<file path="config.mk">
export PLATFORM = sky130hd
export DESIGN_NAME = dsp_fetch
export DESIGN_NICKNAME = d
export VERILOG_FILES = /design/src/rtl/dsp_fetch_pkg.sv /design/src/rtl/dsp_fetch_hold.sv /design/src/rtl/dsp_fetch.sv
export SDC_FILE = /design/constraint.sdc
export NUM_CORES = 1
export LEC_CHECK = 0
export BUFFER_PORTS_ARGS = -buffer_cell sky130_fd_sc_hd__buf_2
export CORE_ASPECT_RATIO = 1.75
export CORE_UTILIZATION = 48
export CTS_CLUSTER_DIAMETER = 30
export DETAILED_ROUTE_END_ITERATION = 7
export PLACE_DENSITY = 0.82
export SLEW_MARGIN = 20
export SYNTH_ARGS = -nofsm -noshare
export SYNTH_HDL_FRONTEND = slang
export SYNTH_HIERARCHICAL = 1
export SYNTH_SLANG_ARGS = --single-unit
</file>
<file path="constraint.sdc">
create_clock -name clk -period 1.7 [get_ports clk]
set_input_delay 0.17 -clock clk [delete_from_list [all_inputs] [get_ports clk]]
set_output_delay 0.17 -clock clk [all_outputs]
set_load 0.02 [all_outputs]
</file>
<file path="src/rtl/dsp_fetch_pkg.sv">
// Shared constants and state encoding for the DSP fetch stage.
// Imported by dsp_fetch and dsp_fetch_hold.
package dsp_fetch_pkg;

  localparam int MEM_ADDR_LEN = 16;
  localparam int INSTR_LEN    = 16;

  typedef enum logic [1:0] {
    FETCH_IDLE     = 2'd0,
    FETCH_RUN      = 2'd1,
    FETCH_REDIRECT = 2'd2
  } fetch_state_e;

endpackage

</file>
<file path="src/rtl/dsp_fetch_hold.sv">
// One-entry skid register for the fetch stage: parks a returning word
// while decode stalls and muxes it ahead of the live memory data.
module dsp_fetch_hold
  import dsp_fetch_pkg::*;
#(
  parameter int ADDR_WIDTH  = MEM_ADDR_LEN,
  parameter int INSTR_WIDTH = INSTR_LEN
) (
  input  logic                   clk,
  input  logic                   rst_n,
  input  logic                   capture,
  input  logic                   clear,
  input  logic                   live_valid,
  input  logic [INSTR_WIDTH-1:0] live_data,
  input  logic [ADDR_WIDTH-1:0]  live_pc,
  output logic                   out_valid,
  output logic [INSTR_WIDTH-1:0] out_data,
  output logic [ADDR_WIDTH-1:0]  out_pc
);

  logic                   hv_q, hv_d;
  logic [INSTR_WIDTH-1:0] hd_q, hd_d;
  logic [ADDR_WIDTH-1:0]  hp_q, hp_d;

  always_comb begin
    hv_d = hv_q;
    hd_d = hd_q;
    hp_d = hp_q;
    if (clear) begin
      hv_d = 1'b0;
    end else if (capture) begin
      hv_d = 1'b1;
      hd_d = live_data;
      hp_d = live_pc;
    end
  end

  always_ff @(posedge clk or negedge rst_n) begin
    if (!rst_n) begin
      hv_q <= 1'b0;
      hd_q <= '0;
      hp_q <= '0;
    end else begin
      hv_q <= hv_d;
      hd_q <= hd_d;
      hp_q <= hp_d;
    end
  end

  // Idle outputs read as zero rather than leaking stale memory data.
  always_comb begin
    out_valid = hv_q | live_valid;
    out_data  = '0;
    out_pc    = '0;
    if (hv_q) begin
      out_data = hd_q;
      out_pc   = hp_q;
    end else if (live_valid) begin
      out_data = live_data;
      out_pc   = live_pc;
    end
  end

endmodule

</file>
<file path="src/rtl/dsp_fetch.sv">
// DSP core fetch stage: owns the PC, issues one synchronous imem read
// per cycle and presents instr/pc pairs to decode under stall.
module dsp_fetch
  import dsp_fetch_pkg::*;
#(
  parameter int                    ADDR_WIDTH  = MEM_ADDR_LEN,
  parameter int                    INSTR_WIDTH = INSTR_LEN,
  parameter logic [ADDR_WIDTH-1:0] RESET_ADDR  = '0
) (
  input  logic                   clk,
  input  logic                   rst_n,
  input  logic                   jump_flag,
  input  logic [ADDR_WIDTH-1:0]  jump_addr,
  input  logic                   stall,
  output logic                   imem_en,
  output logic [ADDR_WIDTH-1:0]  imem_addr,
  input  logic [INSTR_WIDTH-1:0] imem_data,
  output logic [INSTR_WIDTH-1:0] instr,
  output logic [ADDR_WIDTH-1:0]  instr_pc,
  output logic                   instr_valid,
  output logic                   flush
);

  localparam logic [ADDR_WIDTH-1:0] PC_ONE = ADDR_WIDTH'(1);

  fetch_state_e          state_q, state_d;
  logic [ADDR_WIDTH-1:0] pc_q, pc_d;
  logic                  pend_v_q, pend_v_d;
  logic [ADDR_WIDTH-1:0] pend_pc_q, pend_pc_d;
  logic                  flush_q, flush_d;

  logic issue;
  logic hold_cap;
  logic hold_clr;

  // A presented word that decode refuses blocks the next request.
  assign issue = (state_q != FETCH_IDLE) && !(stall && instr_valid);

  always_comb begin
    state_d   = state_q;
    pc_d      = pc_q;
    pend_v_d  = 1'b0;
    pend_pc_d = pend_pc_q;
    flush_d   = 1'b0;
    hold_cap  = 1'b0;
    hold_clr  = 1'b0;
    case (state_q)
      FETCH_IDLE: begin
        state_d = FETCH_RUN;
      end
      default: begin
        if (jump_flag == 1'b1) begin
          state_d  = FETCH_REDIRECT;
          pc_d     = jump_addr;
          flush_d  = 1'b1;
          hold_clr = 1'b1;
        end else begin
          state_d  = FETCH_RUN;
          hold_cap = stall && pend_v_q;
          hold_clr = !stall;
          if (issue) begin
            pc_d      = pc_q + PC_ONE;
            pend_v_d  = 1'b1;
            pend_pc_d = pc_q;
          end
        end
      end
    endcase
  end

  always_ff @(posedge clk or negedge rst_n) begin
    if (!rst_n) begin
      state_q   <= FETCH_IDLE;
      pc_q      <= RESET_ADDR;
      pend_v_q  <= 1'b0;
      pend_pc_q <= '0;
      flush_q   <= 1'b0;
    end else begin
      state_q   <= state_d;
      pc_q      <= pc_d;
      pend_v_q  <= pend_v_d;
      pend_pc_q <= pend_pc_d;
      flush_q   <= flush_d;
    end
  end

  dsp_fetch_hold #(
    .ADDR_WIDTH  (ADDR_WIDTH),
    .INSTR_WIDTH (INSTR_WIDTH)
  ) u_hold (
    .clk        (clk),
    .rst_n      (rst_n),
    .capture    (hold_cap),
    .clear      (hold_clr),
    .live_valid (pend_v_q),
    .live_data  (imem_data),
    .live_pc    (pend_pc_q),
    .out_valid  (instr_valid),
    .out_data   (instr),
    .out_pc     (instr_pc)
  );

  assign imem_en   = issue;
  assign imem_addr = pc_q;
  assign flush     = flush_q;

endmodule

</file>
==> impl_metrics.yaml <==
setup_path:
  r2r_slack_ns: 0.04
  critPathMaxStageDelay_ns: 0.40
  critPathCaptureType: "output pin"
  critical_path.startpoint_type: "register"
  crit_arrival_ns: 1.56
  cp.depth: 5
  rr_endpoint: "imem_addr[15]"
  timing.rr.start: "imem_addr[4]"
  cp.required_ns: 1.53
  cp_max_fo: 6
  crit_chain: "buf_8 > nor2b_4 > buf_6 > a22o_1 > buf_6"
  timing.critical_path.to: "instr_pc[6]"
  cp-startpoint: "u_hold/hv_q"
  cp_slowest_cell: "dfrtp_1"
  critPathBufInv: 3
  crit_family: "buffers and inverters"
  worst_path_most_repeated_cell: "buf_6"
  crit_type: "register to output pin"
  r2r_cells: 4
clock_tree:
  root_buffer: "clkbuf_16"
  cts_sinks: 68
  tritoncts: "built"
  clk_pin_slew_ns: 0.06
  clockBufferDepth: 2
  cts_inserted_buffers: 9
  clk_latency_ns: 0.33
  cts_max_level: 3
timing:
  rsz0062_at_grt: "true"
  finalHoldViolations: 0
  setup_violations: 8
  final_max_slew_viol_count: 0
  slew_headroom_pct: 68.9
  worst_slew_pin_slew_ns: 0.466
  worst_slack_ns: -0.0330
  post-route-min-period_ns: 1.73
  finalCritPeriodShare_pct: 102
  timing.fmax_mhz: 577
  skew_ns: 0.00671
finish:
  stdcell_count: 480
  final_area_mm2: 0.00478
  seq_area_mm2: 0.00170
  diodes: 0
  multi_input_area_mm2: 0.00169
  syn2layout_area_growth_pct: 37.0
  layout-drive-gt1-share_pct: 49.7
  fillers: 501
  nets: 428
floorplan:
  std_cell_rows: 40
  core_area_mm2: 0.00696
  fp.dieW_um: 66.5
  initial_core_util_pct: 50.2
  die_area_mm2: 0.00763
  die_h_um: 115
  io_pins: 87
synthesis:
  yosysWarnings: 6
  ys_seq_area_share_pct: 48.7
  synth.ff_latch_count: 68
  ys.flop_type: "dfrtp_1"
  yosysUniqueCellTypes: 43
  synthArstFlopShare_pct: 100
  syn_area_mm2: 0.00349
  postSynthNetCount: 319
  syn_avg_cell_area_um2: 12.4
  postSynthCellCount: 282
  synth-edff-count: 0
global_route:
  grt_pass1_wl_mm: 14.0
  grt_antenna_before_repair: 0
  grt_overflow: 0
  grt_max_degree: 69
  grt_usage_pct: 24.8
  first_global_vias: 2790
status:
  status: "complete, but fails checks"
  violations: "setup timing"
hold_path:
  hold_path.class: "input pin to register"
placed_design:
  place.gp.congestion: 0.975
  dpl_cell_area_mm2: 0.00412
  port_buffers: 86
  placedCellCount: 458
  dp_hpwl_mm: 5.76
power:
  power_switching_mw: 1.91
  vdd_drop_max_v: 0.000848
  pwr-share-clk_pct: 33.7
  power.density_mw_per_mm2: 1400
  switching_share_pct: 28.5
  p_leak_nw: 2.31
  combPwrFrac_pct: 28.4
  internal-power_mw: 4.79
  seqPwrFrac_pct: 37.8
job:
  cap_viol_max_count: 0
drt:
  drc: 0
  met1_length_mm: 3.42
  wl_met3_um: 388
  top_layer_used: "met4"
  vias: 2828
  viasPerCell: 5.89
  first_iter_violations: 131
  wl_per_cell_um: 18.3
  first_pass_iters: 4
  routed_wl_mm: 8.78
  ant_nets: 0
  route.met2.wl_mm: 4.72
==> through the flow <==
step                hold slack [ns]  setup TNS [ns]  total power, mW  utilization (%)  setup slack (ns)
floorplan                    -0.126           -2.51             3.69                -            -0.209
global placement              0.215               0             4.17             59.2             0.109
detailed placement            0.225               0             4.27             59.2            0.0605
CTS                          0.0821          -0.613             6.64             66.4           -0.0490
global route                 0.0948           -1.42             7.00             68.8           -0.0809
finish                       0.0876          -0.110             6.71             68.8           -0.0330
==> cell families after synthesis <==
logic type,count (synthesis),share of synthesized area (%)
AO/OA/AOI/OAI,75,15.7
flip-flops,68,48.7
AND/OR/NAND/NOR,62,9.46
multiplexers,52,20.8
buffers and inverters,24,4.94
adder cells (fa/ha/maj),1,0.358
==> synth_stat cells, types with 3 or more instances <==
| cell type | count | area share [%] |
|---|---|---|
| mux2_4 | 39 | 17 |
| nand3_1 | 8 | 1.1 |
| inv_1 | 4 | 0.43 |
| buf_12 | 3 | 1.7 |
| nand4_1 | 5 | 0.90 |
| buf_2 | 8 | 1.1 |
| nor2b_1 | 4 | 0.72 |
| dfrtp_1 | 68 | 49 |
| mux2_2 | 9 | 2.9 |
| nor2_1 | 11 | 1.2 |
| o21ai_0 | 11 | 1.6 |
| clkbuf_1 | 5 | 0.54 |
| buf_6 | 3 | 0.97 |
| a22o_1 | 30 | 7.5 |
| a21oi_1 | 14 | 2.0 |
| a311oi_1 | 4 | 1.0 |
| nand2_1 | 15 | 1.6 |
| nor3_1 | 4 | 0.57 |
| mux2i_1 | 4 | 1.1 |
| nor4_1 | 5 | 0.90 |
==> cells in the final DEF, fill, tap and decap left out, types with 2 or more instances in the layout <==
cell type | Yosys | final
buf_6 | 3 | 31
nor2b_1 | 4 | 3
nor4_2 | 0 | 3
nand3_1 | 8 | 8
buf_2 | 8 | 55
mux2_4 | 39 | 39
clkbuf_16 | 0 | 9
nor3_1 | 4 | 3
a22o_1 | 30 | 30
mux2_2 | 9 | 9
a311oi_1 | 4 | 4
buf_12 | 3 | 3
or2_4 | 0 | 2
a31oi_1 | 2 | 2
bufinv_16 | 0 | 4
nor2_1 | 11 | 11
nand4_1 | 5 | 5
nor4_1 | 5 | 2
a2111oi_0 | 2 | 2
o2bb2ai_1 | 2 | 2
inv_1 | 4 | 4
o21ai_0 | 11 | 11
dfrtp_1 | 68 | 66
a21oi_1 | 14 | 14
mux2i_1 | 4 | 4
clkinv_2 | 0 | 2
dfrtp_2 | 0 | 2
buf_4 | 0 | 26
o22ai_1 | 2 | 2
nand2_1 | 15 | 15
==> area by class of cell <==
type | count | share of cell area [%]
flip-flops and latches | 68 | 35.6
multi-input cells | 191 | 35.4
repair buffers | 117 | 18.9
clock buffers | 9 | 4.71
clock inverters | 7 | 2.90
well taps | 84 | 2.20
inverters | 4 | 0.314
==> worst reg2reg max path, cell delays in order (launching register included) <==
cell and delay [ns]:
dfrtp_1 0.46, nand4_1 0.34, nor4_2 0.41, mux2i_1 0.24
nand3_1 0.08
==> sequential cells by signal, summed over array words and instances, names as in the netlist <==
name,cells
u_hold/hd_q,16
pend_pc_q,16
imem_addr,16
u_hold/hp_q,16
pend_v_q,1
u_hold/hv_q,1
flush,1
state_q,1
==> power groups by stage <==
| stage | sequential, mW | combinational (mW) | clock (mW) |
|---|---|---|---|
| after detailed placement | 2.54 | 1.73 | 0 |
| after global routing | 2.60 | 2.05 | 2.36 |
| after floorplan | 2.55 | 1.14 | 0 |
| after CTS | 2.52 | 1.83 | 2.29 |
| final | 2.54 | 1.91 | 2.26 |
| after global placement | 2.50 | 1.68 | 0 |
==> worst min-delay path by stage <==
| stage | start | to | slack [ns] | depth (start not counted) |
|---|---|---|---|---|
| 3_5_place_dp | rst_n | imem_addr[3] | 0.23 | 2 |
| 2_1_floorplan | rst_n | flush | -0.13 | 0 |
| 4_1_cts | imem_data[10] | u_hold/hd_q[10] | 0.08 | 2 |
| 5_1_grt | imem_data[11] | u_hold/hd_q[11] | 0.09 | 2 |
| 6_report | imem_data[10] | u_hold/hd_q[10] | 0.09 | 2 |
| 3_3_place_gp | rst_n | pend_pc_q[2] | 0.22 | 2 |
==> per-layer routing <==
layer | vias up | global-route usage [%]
met5 | - | 0
met4 | 0 | 11.5
met3 | 23 | 4.07
met2 | 111 | 42.3
met1 | 1422 | 29.9
li1 | 1272 | -
==> timing repair <==
action	CTS	global route
cloned	2	1
hold buffers	1	0
pin swaps	2	7
endpoints found under the setup margin	29	44
gates resized for setup	33	43
setup buffers	2	1
hold endpoints to repair	68	0
Note: power is estimated with default switching activity, not from simulation.
